==> src/rtl/inst_fetch_pkg.sv <==
// Shared fetch-stage constants and helpers for inst_fetch.
// FETCH_PERF_CNT_EN selects the optional performance counters in the top.
package inst_fetch_pkg;

   localparam int unsigned ROM_ADDR_W       = 10;
   localparam int unsigned INST_W           = 32;
   localparam int unsigned RESET_PC_DEFAULT = 0;

   typedef logic [31:0] perf_cnt_t;

   function automatic perf_cnt_t sat_inc(input perf_cnt_t v);
      return (v == '1) ? v : v + 32'd1;
   endfunction

endpackage

==> src/rtl/inst_fetch_queue.sv <==
// Synchronous fetch FIFO with flush; head read directly from register storage.
module inst_fetch_queue #(
   parameter int unsigned DEPTH = 2,
   parameter int unsigned WIDTH = 42
) (
   input  logic                         clk,
   input  logic                         reset,
   input  logic                         push,
   input  logic                         pop,
   input  logic                         flush,
   input  logic [WIDTH-1:0]             wr_data,
   output logic [WIDTH-1:0]             rd_data,
   output logic [$clog2(DEPTH+1)-1:0]   count
);

   localparam int unsigned PTR_W = $clog2(DEPTH);
   localparam int unsigned CNT_W = $clog2(DEPTH + 1);

   logic [WIDTH-1:0] mem [DEPTH];
   logic [PTR_W-1:0] wr_ptr;
   logic [PTR_W-1:0] rd_ptr;

   function automatic logic [PTR_W-1:0] ptr_inc(input logic [PTR_W-1:0] p);
      return (p == PTR_W'(DEPTH - 1)) ? '0 : p + PTR_W'(1);
   endfunction

   always_ff @(posedge clk) begin
      if (push && !flush && !reset) begin
         mem[wr_ptr] <= wr_data;
      end
   end

   always_ff @(posedge clk) begin
      if (reset || flush) begin
         wr_ptr <= '0;
         rd_ptr <= '0;
         count  <= '0;
      end else begin
         if (push) wr_ptr <= ptr_inc(wr_ptr);
         if (pop)  rd_ptr <= ptr_inc(rd_ptr);
         unique case ({push, pop})
            2'b10:   count <= count + CNT_W'(1);
            2'b01:   count <= count - CNT_W'(1);
            default: count <= count;
         endcase
      end
   end

   assign rd_data = mem[rd_ptr];

   a_no_overflow: assert property (@(posedge clk) disable iff (reset)
      !(push && !pop && !flush && count == CNT_W'(DEPTH)));
   a_no_underflow: assert property (@(posedge clk) disable iff (reset)
      !(pop && count == '0));

endmodule

==> src/rtl/inst_fetch.sv <==
// Fetch stage: PC, ROM address, in-flight tracking, credit-based issue and redirect squash.
// Optional FETCH_PERF_CNT_EN adds perf_fetched / perf_stall counters.
module inst_fetch
   import inst_fetch_pkg::*;
#(
   parameter int unsigned ADDR_W      = ROM_ADDR_W,
   parameter int unsigned RESET_PC    = RESET_PC_DEFAULT,
   parameter int unsigned QUEUE_DEPTH = 2
) (
   input  logic              clk,
   input  logic              reset,
   output logic [ADDR_W-1:0] rom_address,
   input  logic [INST_W-1:0] rom_data,
   input  logic              redirect_valid,
   input  logic [ADDR_W-1:0] redirect_pc,
   output logic              inst_valid,
   input  logic              inst_ready,
   output logic [ADDR_W-1:0] inst_pc,
   output logic [INST_W-1:0] inst_data
`ifdef FETCH_PERF_CNT_EN
   ,
   output perf_cnt_t         perf_fetched,
   output perf_cnt_t         perf_stall
`endif
);

   localparam int unsigned CNT_W = $clog2(QUEUE_DEPTH + 1);

   logic [ADDR_W-1:0]        pc_fetch;
   logic [ADDR_W-1:0]        inflight_pc;
   logic                     inflight_vld;
   logic [ADDR_W-1:0]        redirect_tgt;
   logic [CNT_W-1:0]         count;
   logic [CNT_W:0]           occupancy;
   logic                     pop;
   logic                     push;
   logic                     issue;
   logic [ADDR_W+INST_W-1:0] head;

   assign redirect_tgt = redirect_pc & ~ADDR_W'(3);
   assign rom_address  = redirect_valid ? redirect_tgt : pc_fetch;

   assign inst_valid = (count != '0) && !redirect_valid && !reset;
   assign pop        = inst_valid && inst_ready;
   // A redirect squashes the word returning this cycle.
   assign push       = inflight_vld && !redirect_valid && !reset;

   assign occupancy = {1'b0, count} + (CNT_W + 1)'(inflight_vld) - (CNT_W + 1)'(pop);

   always_comb begin
      issue = 1'b0;
      if (!reset) begin
         issue = redirect_valid || (occupancy < (CNT_W + 1)'(QUEUE_DEPTH));
      end
   end

   always_ff @(posedge clk) begin
      if (reset) begin
         pc_fetch     <= ADDR_W'(RESET_PC);
         inflight_pc  <= ADDR_W'(RESET_PC);
         inflight_vld <= 1'b0;
      end else begin
         inflight_vld <= issue;
         if (issue) begin
            inflight_pc <= rom_address;
            pc_fetch    <= rom_address + ADDR_W'(4);
         end
      end
   end

   inst_fetch_queue #(
      .DEPTH (QUEUE_DEPTH),
      .WIDTH (ADDR_W + INST_W)
   ) u_queue (
      .clk     (clk),
      .reset   (reset),
      .push    (push),
      .pop     (pop),
      .flush   (redirect_valid),
      .wr_data ({inflight_pc, rom_data}),
      .rd_data (head),
      .count   (count)
   );

   assign inst_pc   = head[ADDR_W+INST_W-1:INST_W];
   assign inst_data = head[INST_W-1:0];

`ifdef FETCH_PERF_CNT_EN
   always_ff @(posedge clk) begin
      if (reset) begin
         perf_fetched <= '0;
         perf_stall   <= '0;
      end else begin
         if (pop) perf_fetched <= sat_inc(perf_fetched);
         if (!inst_valid && !redirect_valid) perf_stall <= sat_inc(perf_stall);
      end
   end
`endif

endmodule
==> config.mk <==
export PLATFORM = sky130hd
export DESIGN_NAME = inst_fetch
export DESIGN_NICKNAME = d
export VERILOG_FILES = /design/src/rtl/inst_fetch_pkg.sv /design/src/rtl/inst_fetch_queue.sv /design/src/rtl/inst_fetch.sv
export SDC_FILE = /design/constraint.sdc
export NUM_CORES = 1
export LEC_CHECK = 0
export CORE_ASPECT_RATIO = 0.5
export CORE_UTILIZATION = 45
export CTS_BUF_LIST = sky130_fd_sc_hd__clkbuf_4 sky130_fd_sc_hd__clkbuf_8
export CTS_CLUSTER_SIZE = 20
export DETAILED_ROUTE_END_ITERATION = 16
export PLACE_DENSITY = 0.76
export SLEW_MARGIN = 20
export SYNTH_ARGS = -nofsm -noshare
export SYNTH_HDL_FRONTEND = slang
export SYNTH_SLANG_ARGS = --single-unit
==> constraint.sdc <==
create_clock -name clk -period 7 [get_ports clk]
set_input_delay 0.7 -clock clk [delete_from_list [all_inputs] [get_ports clk]]
set_output_delay 0.7 -clock clk [all_outputs]
set_load 0.01 [all_outputs]
==> flow_summary_export.csv, run 1 <==
group,metric,value,unit
clock_tree,cts_made_buffers,9,
critical_path,startpoint,"reset",
detailed_routing,wl,7660,µm
critical_path,path_buf_inv,2,
sta,worst_pin_slew,1000,ps
placed_design,io_buffer_count,96,
synth,yosysSeqAreaShare,70.8,%
synth,synth_top_family_by_area,"multiplexers",
critical_path,path_max_fanout,13,
synth,synthSimpleGateAreaFrac,5.99,%
critical_path,cp.required,7300,ps
grt,grt_max_degree,43,
finish,fin_nets,414,
clock_tree,clkTransAtPathRegs,80,ps
sta,maxSlewViolCount,0,
detailed_routing,drc,0,
sta,max_freq,270,MHz
synth,synthMuxAreaShare,13.8,%
detailed_routing,final_antenna_net_count,0,
critical_path,worstSetupPathDepth,11,
sta,fin_crit,3700,ps
placed_design,place_hpwl,5330,µm
sta,setup_violations,0,
sta,finClkSkew,5.24,ps
placed_design,globalplace.congestion,0.842,
clock_tree,cts-root-buf,"clkbuf_8",
synth,ys_ff_latch,108,
synth,synth_nets,315,
critical_path,cp-start-kind,"input port",
synth,synth-xor-area-share,1.65,%
floorplan,core,8920,µm²
hold_path,hp-class,"reg2reg",
synth,synth_compound_area_share,4.19,%
floorplan,dieArea,9840,µm²
floorplan,die_w,139,µm
power_and_ir_drop,powerDensity,219,nW/µm²
sta,timing.hold.ws,463,ps
sta,setup_tns,0,ps
synth,syn_inst,265,
sta,finalHoldViolCount,0,
clock_tree,cts_setup_buffers,0,
critical_path,rr_endpoint,"pc_fetch[4]",
floorplan,num_io_pins,99,
grt,overflow,0,
critical_path,cp_data_arrival_time,4000,ps
finish,synthToLayoutAreaGrowth,30.5,%
clock_tree,htree_levels,3,
finish,drive_gt1_share,19.9,%
synth,syn_area,4240,µm²
critical_path,reg2regPathDepth,10,
clock_tree,cts_max_path_buffers,2,
synth,yosysWarnings,0,
critical_path,crit_type,"in2reg",
power_and_ir_drop,power,1210,µW
detailed_routing,routed_via_density,4.99,
finish,antenna_cells,0,
floorplan,die_h,70.7,µm
critical_path,end_kind,"register",
critical_path,timing.rr.start,"u_queue.count[1]",
grt,grt_usage,16.5,%
synth,synth_cell_types,42,
grt,grt_pass1_vias,2483,
synth,synth_commonest_cells,"edfxtp_1 (84), mux2_2 (45), dfxtp_1 (24), nor2_1 (15), nand2_1 (13)",
synth,yosysTopAreaCell,"edfxtp_1",
power_and_ir_drop,power_leakage,0.00187,µW
clock_tree,cts_num_sinks,108,
detailed_routing,drt_iter0_drc,149,
clock_tree,cts_hold_buf,0,
synth,synth.top_cell.area_share,59.5,%
synth,synth_ff_type,"edfxtp_1",
run_status,status,"finished, final reports clean",
detailed_routing,vias,2415,
grt,antenna_found_initial,0,
detailed_routing,dr.pass1.iters,4,
critical_path,crit_path_end,"pc_fetch[4]",
floorplan,start_util,47.6,%
critical_path,cpMaxStageDelayCell,"clkdlybuf4s50_1",
critical_path,cp_cell_sequence,"clkdlybuf4s50_1 -> nor2_1 -> and3_1 -> ha_1 -> nand2b_1 -> fa_1 -> xnor2_1 -> a21o_1 -> nand2_1 -> inv_1 -> a32o_1",
synth,synth_edf_count,84,
sta,post-route-period-util,52.9,%
grt,grt_pass1_wl,12200,µm
synth,yosys.area_share.adder,1.36,%
power_and_ir_drop,ir_worst_vdd,0.0928,mV
clock_tree,clock_latency,360,ps
sta,rsz0062_at_grt,"false",
synth,yosysMostFrequentCell,"edfxtp_1",
flow_run,drv_cap,0,
synth,async_reset_ff_share,0,%
sta,setup_ws,3300,ps
synth,synth_area_leaders,"edfxtp_1 (59%), mux2_2 (12%), dfxtp_1 (11%), nor2_1 (1.3%), xnor2_1 (1.2%)",
synth,synth.avg_cell_area,16.0,µm²
detailed_routing,avgRoutedWirePerCell,15.8,µm
clock_tree,cts-resized-gates,0,
critical_path,reg2reg_slack,3960,ps
critical_path,critical_path.max_stage_delay,630,ps
placed_design,pre_cts_ws,2940,ps
critical_path,cp_top_family,"simple AND/OR/NAND/NOR gates",
clock_tree,cts_tree,"built",
sta,max_slew_margin,33.0,%
floorplan,row_count,24,
## cells by family (layout without fill, tap and decap cells)
family          count (synthesis)  in the layout
simple gates                   52             52
fa+ha+maj                       4              4
mux                            50             50
buf+inv                        19            121
xor+xnor                        8              8
compound gates                 24             24
flops                         108            108
## layout by cell type, fill, tap and decap left out, types with 3 or more instances in the layout
master           netlist  layout
a21oi_1                8       8
inv_1                  8       8
dfxtp_1               24      23
nor2_1                15      14
a211oi_1               3       3
clkdlybuf4s50_1        0      96
nand2_1               13      13
xnor2_1                6       6
o21ai_1                4       4
and2_1                 3       3
edfxtp_1              84      84
nor3_1                 4       4
nand3_1                3       3
mux2_2                45      45
clkbuf_8               1       9
ha_1                   3       3
o21ai_0                3       3
## how the worst min path moves through the flow
stage	from	endpoint	slack [ps]	cells after the start
finish	inflight_pc[8]	u_queue.mem[1][40]	460	0
global route	pc_fetch[8]	pc_fetch[8]	470	2
CTS	pc_fetch[8]	pc_fetch[8]	460	2
detailed placement	inflight_pc[8]	u_queue.mem[0][40]	440	0
global placement	inflight_pc[8]	u_queue.mem[1][40]	440	0
floorplan	pc_fetch[8]	pc_fetch[8]	420	2
## routing by layer
| metal | vias up | share of wire [%] | track usage (%) | wire length [µm] |
|---|---|---|---|---|
| met5 | - | 0 | 0 | 0 |
| met4 | 0 | 0.99 | 5.93 | 76 |
| met3 | 10 | 4.3 | 4.27 | 329 |
| met2 | 57 | 54 | 31.5 | 4160 |
| met1 | 1170 | 40 | 17.9 | 3090 |
| li1 | 1178 | - | - | - |
## flip-flops by register name, indices dropped and copies added (netlist names), named ones only
signal	flops
u_queue.rd_ptr	1
inflight_pc	8
u_queue.wr_ptr	1
pc_fetch	10
u_queue.mem	84
u_queue.count	2
inflight_vld	1
## power breakdown
part	leakage (µW)	total (µW)	switching, µW	internal [µW]
sequential	0.000958	718	9.15	709
combinational	0.000806	107	46.5	60.4
clock	0.000104	389	184	205
## through the flow
step | cell area [µm²] | cells | util, %
global route | 5540 | 484 | 62.1
detailed placement | 5330 | 470 | 59.8
global placement | 5310 | 469 | 59.5
floorplan | 4240 | 265 | -
CTS | 5540 | 484 | 62.1
finish | 5540 | 484 | 62.1
## layout make-up
| class | instances | area, µm² |
|---|---|---|
| multi-input combinational | 138 | 1150 |
| clock inverter | 3 | 63.8 |
| timing repair buffer | 98 | 996 |
| sequential | 108 | 3000 |
| clock buffer | 11 | 139 |
| inverter | 9 | 33.8 |
| tap | 117 | 146 |
| fill | 660 | 3380 |
Note: power is estimated with default switching activity, not from simulation.
==> run 2: changes to the inputs <==
==> constraint.sdc (replaced) <==
create_clock -name clk -period 3.8 [get_ports clk]
set_input_delay 0.38 -clock clk [delete_from_list [all_inputs] [get_ports clk]]
set_output_delay 0.38 -clock clk [all_outputs]
set_load 0.01 [all_outputs]
==> flow_summary_export.csv, run 2 (synthesis gave the netlist of run 1 again) <==
group,metric,value,unit
run_status,status,"finished, final reports clean",
floorplan,start_util,47.6,%
placed_design,placedCellCount,472,
detailed_routing,avgRoutedWirePerCell,16.1,µm
finish,regMostFlops,"u_queue.mem",
power_and_ir_drop,powerDensity,409,nW/µm²
clock_tree,cts_hold_buf,0,
placed_design,place_hpwl,5430,µm
hold_path,holdPathStages,2,
grt,antenna_found_initial,0,
power_and_ir_drop,p_sw,474,µW
clock_tree,clkTransAtPathRegs,90,ps
critical_path,cp.required,4060,ps
power_and_ir_drop,pwr-share-seq,58.3,%
finish,reg_top3,"u_queue.mem: 84 flops, pc_fetch: 10 flops, inflight_pc: 8 flops",
power_and_ir_drop,ir_worst_vdd,0.182,mV
sta,maxSlewViolCount,0,
finish,fin_nets,416,
clock_tree,cts_made_buffers,9,
sta,setup_violations,0,
grt,grt_pass1_vias,2580,
floorplan,die_w,139,µm
sta,finalHoldViolCount,0,
detailed_routing,drc,0,
power_and_ir_drop,swShare,20.9,%
hold_path,hp-class,"reg2reg",
critical_path,end_kind,"register",
sta,post-route-period-util,73.3,%
critical_path,cpMaxStageDelayCell,"clkdlybuf4s50_1",
clock_tree,cts_max_path_buffers,2,
detailed_routing,wl,7850,µm
sta,finClkSkew,10.0,ps
grt,overflow,0,
critical_path,cp_cell_sequence,"clkdlybuf4s50_1 -> nor2_1 -> and3_1 -> ha_1 -> nand2b_1 -> fa_1 -> xnor2_1 -> a21o_1 -> nand2_1 -> inv_1 -> a32o_1",
power_and_ir_drop,internal_power,1800,µW
placed_design,io_buffer_count,96,
detailed_routing,vias,2466,
clock_tree,htree_levels,3,
floorplan,dieArea,9840,µm²
critical_path,reg2regPathDepth,10,
critical_path,cp_data_arrival_time,3040,ps
flow_run,drv_cap,0,
sta,max_slew_margin,32.3,%
clock_tree,cts_tree,"built",
detailed_routing,routed_via_density,5.05,
power_and_ir_drop,comb_power_share,8.7,%
clock_tree,cts_num_sinks,108,
critical_path,crit_type,"in2reg",
power_and_ir_drop,power_leakage,0.00188,µW
clock_tree,cts_setup_buffers,0,
critical_path,critical_path.max_stage_delay,450,ps
floorplan,die_h,70.7,µm
grt,grt_usage,16.8,%
sta,rsz0062_at_grt,"false",
finish,synthToLayoutAreaGrowth,30.8,%
finish,layout_commonest_cell,"clkdlybuf4s50_1",
clock_tree,clock_latency,360,ps
floorplan,num_io_pins,99,
sta,setup_tns,0,ps
power_and_ir_drop,pwr-share-clk,33.0,%
grt,grt_max_degree,43,
detailed_routing,drt_iter0_drc,111,
clock_tree,cts-root-buf,"clkbuf_8",
finish,final_cells,488,
finish,drive_gt1_share,21.0,%
finish,final_cell_mix,"clkdlybuf4s50_1 (96), edfxtp_1 (84), mux2_2 (45)",
floorplan,row_count,24,
floorplan,core,8920,µm²
finish,antenna_cells,0,
placed_design,globalplace.congestion,0.859,
finish,largest_reg_flops,84,
grt,grt_pass1_wl,12600,µm
sta,fin_crit,2790,ps
clock_tree,cts-resized-gates,0,
detailed_routing,dr.pass1.iters,4,
detailed_routing,final_antenna_net_count,0,
critical_path,path_max_fanout,7,
sta,max_freq,359,MHz
critical_path,cp-start-kind,"input port",
sta,worst_pin_slew,1020,ps
## run 2: cell types whose count changed in the layout (fill, tap and decap cells not counted), sizes merged
cell,delta
inv,+2
buf,+2
clkinv,+1
clkbuf,-1
## run 2: final cells by class
cell class                 instances  area, µm²
clock buffer                      10        131
clock inverter                     6       86.3
fill                             663       3370
inverter                           9       33.8
multi-input combinational        138       1150
sequential                       108       3000
tap                              117        146
timing repair buffer             100        991
## run 2: critical path: cells and delay by family
kind            cells  cell delay (ps)
simple gates        4              900
fa+ha+maj           2              620
buf+inv             2              540
compound gates      2              430
xor+xnor            1              170
## run 2: routing by layer
layer	global-route usage, %	vias up	wire (µm)
li1	-	1183	-
met1	19.1	1212	3270
met2	31.3	69	4200
met3	4.60	2	356
met4	5.19	0	29
met5	0	-	0
## run 2: stage by stage
stage                     power [µW]  area, µm²  hold WS [ps]  utilization [%]  setup slack (ps)
after detailed placement        1550       5330           449             59.8               649
after floorplan                 1430       4240           425                -               635
after global placement          1540       5330           436             59.8               708
final                           2270       5550           461             62.2              1010
after global routing            2350       5550           480             62.2               882
after CTS                       2290       5550           466             62.2              1040
## run 2: path summary, 6_finish.rpt
kind                                  startpoint          end  slack (ps)
worst max-delay path                       reset  pc_fetch[4]        1010
worst min-delay path                 pc_fetch[8]  pc_fetch[8]         460
worst max register to register  u_queue.count[1]  pc_fetch[4]        1080
worst min register to register       pc_fetch[8]  pc_fetch[8]         460
## run 2: power by group through the flow
stage | clock, µW | combinational (µW) | sequential, µW
finish | 750 | 197 | 1320
global placement | 0 | 191 | 1350
detailed placement | 0 | 197 | 1350
CTS | 770 | 198 | 1320
floorplan | 0 | 88.5 | 1350
global route | 808 | 212 | 1330
==> RTL edit, RTL diff (flow settings as in run 2) <==
Build with the macro `FETCH_PERF_CNT_EN` defined.
--- a/src/rtl/inst_fetch.sv
+++ b/src/rtl/inst_fetch.sv
@@ -1,5 +1,7 @@
 // Fetch stage: PC, ROM address, in-flight tracking, credit-based issue and redirect squash.
 // Optional FETCH_PERF_CNT_EN adds perf_fetched / perf_stall counters.
+`define FETCH_PERF_CNT_EN
+
 module inst_fetch
    import inst_fetch_pkg::*;
 #(
Formal check against the unedited RTL (old outputs only; new: perf_fetched and perf_stall): equivalent (Yosys induction, for registers that start in step).
==> RTL edit against run 2 <==
- design area increased by 73%
- highest routed layer unchanged
- combinational power grew 11%
- area after synthesis rose by 74%
- power increased by 52%
- clock skew up 0.0048 ns
- worst setup slack got worse by 0.17 ns
- core utilization is 1.1 points lower
- wire length grew 110%
- sequential power increased by 52%
- first-iteration DRC count increased to 3.1 times the old value
- non-clock buffer count is 71 higher
- register-to-register slack lost 0.24 ns
- sequential cell count increased by 64
==> RTL edit: results (changes against run 2) <==
outcome: "finished, final reports clean"
r2r_cells: 11  # +1
wl_per_cell_um: 15.5  # -3.9%
wl_met3_um: 868  # +140%
grtUsageTotal: 0.195  # +0.0268
hold_end: "pc_fetch[1]$_SDFFE_PP0P_"
synth_xor_area_frac: 0.0202  # +0.00363
fillers: 1304  # +97%
grt_pass1_wl_um: 26100  # +110%
critPathCapture: "pc_fetch[2]$_SDFFE_PP0P_"
drt_iter0_drc: 343  # +210%
h-tree-depth: 4  # +1
route.met2.wl_um: 7810  # +86%
worst-path-max-fanout: 9  # +2
grtUsageMet2: 0.324  # +0.0106
dp_hpwl_um: 11100  # +100%
vias_per_cell: 5.41  # +7.1%
min_from: "reset"
grt_use_met1: 0.244  # +0.0530
grt_max_degree: 56  # +30%
synth-adder-area-share: 0.0112  # -0.00239
synth_flop_cell: "dfxtp_1"
use_met3: 0.0551  # +0.00901
reg2reg_slack_ns: 0.84  # -0.24 ns
yosysSeqAreaShare: 0.580  # -0.128
nNetsFinal: 879  # +110%
reg_top3: "u_queue.mem x84, perf_fetched x32, perf_stall x32"
ir_drop_mv: 0.198  # +8.5%
synth_compound_area_frac: 0.101  # +0.0589
arrival_ns: 3.28  # +0.24 ns
holdWs_ns: 0.416  # -0.0457 ns
drive_gt1_frac: 0.120  # -0.0900
io_buffers: 160  # +67%
hold_depth: 4  # +2
p_sw_frac: 0.233  # +0.0239
slew_headroom: 0.320  # -0.00366
cts_made_buffers: 17  # +8
yosys-top-cells-count: "dfxtp_1 (88), edfxtp_1 (84), a21oi_1 (48), nor2_1 (48), mux2_2 (47)"
crit_path_max_incr_delay_ns: 0.54  # +0.09 ns
clkLatencyLatePin_ns: 0.46  # +0.10 ns
yosysUniqueCellTypes: 48  # +14%
hold_path.class: "in -> reg"
syn_nets: 717  # +130%
pwr-share-clk: 0.359  # +0.029
p_comb_frac: 0.063  # -0.024
p_leak_nw: 3.14  # +67%
slowest_stage: "a21oi_1"
skew_ns: 0.0148  # +0.00476 ns
## RTL edit: changes by cell type after synthesis, sizes merged, moves of 21 or more
cell	run 2	this run
dfxtp	24	88
a21oi	8	48
nor2	15	48
nand2	13	43
or3	1	27
nand4	1	23
or4	0	22
nand3	4	25
o21ai	7	28
## RTL edit: through the flow
step / utilization / cells / area (um2) / worst slack, ns
after floorplan: - / 665 / 7390 / 0.704
after CTS: 0.610 / 1060 / 9610 / 0.816
after global placement: 0.587 / 1028 / 9230 / 0.446
final: 0.611 / 1061 / 9610 / 0.845
after detailed placement: 0.587 / 1028 / 9230 / 0.390
after global routing: 0.611 / 1061 / 9610 / 0.555
## RTL edit: area by class of cell
class | count | share of cell area
well taps | 221 | 0.0288
repair buffers | 171 | 0.175
multi-input cells | 447 | 0.305
clock inverters | 12 | 0.0116
flip-flops and latches | 172 | 0.446
inverters | 18 | 0.00703
clock buffers | 20 | 0.0273
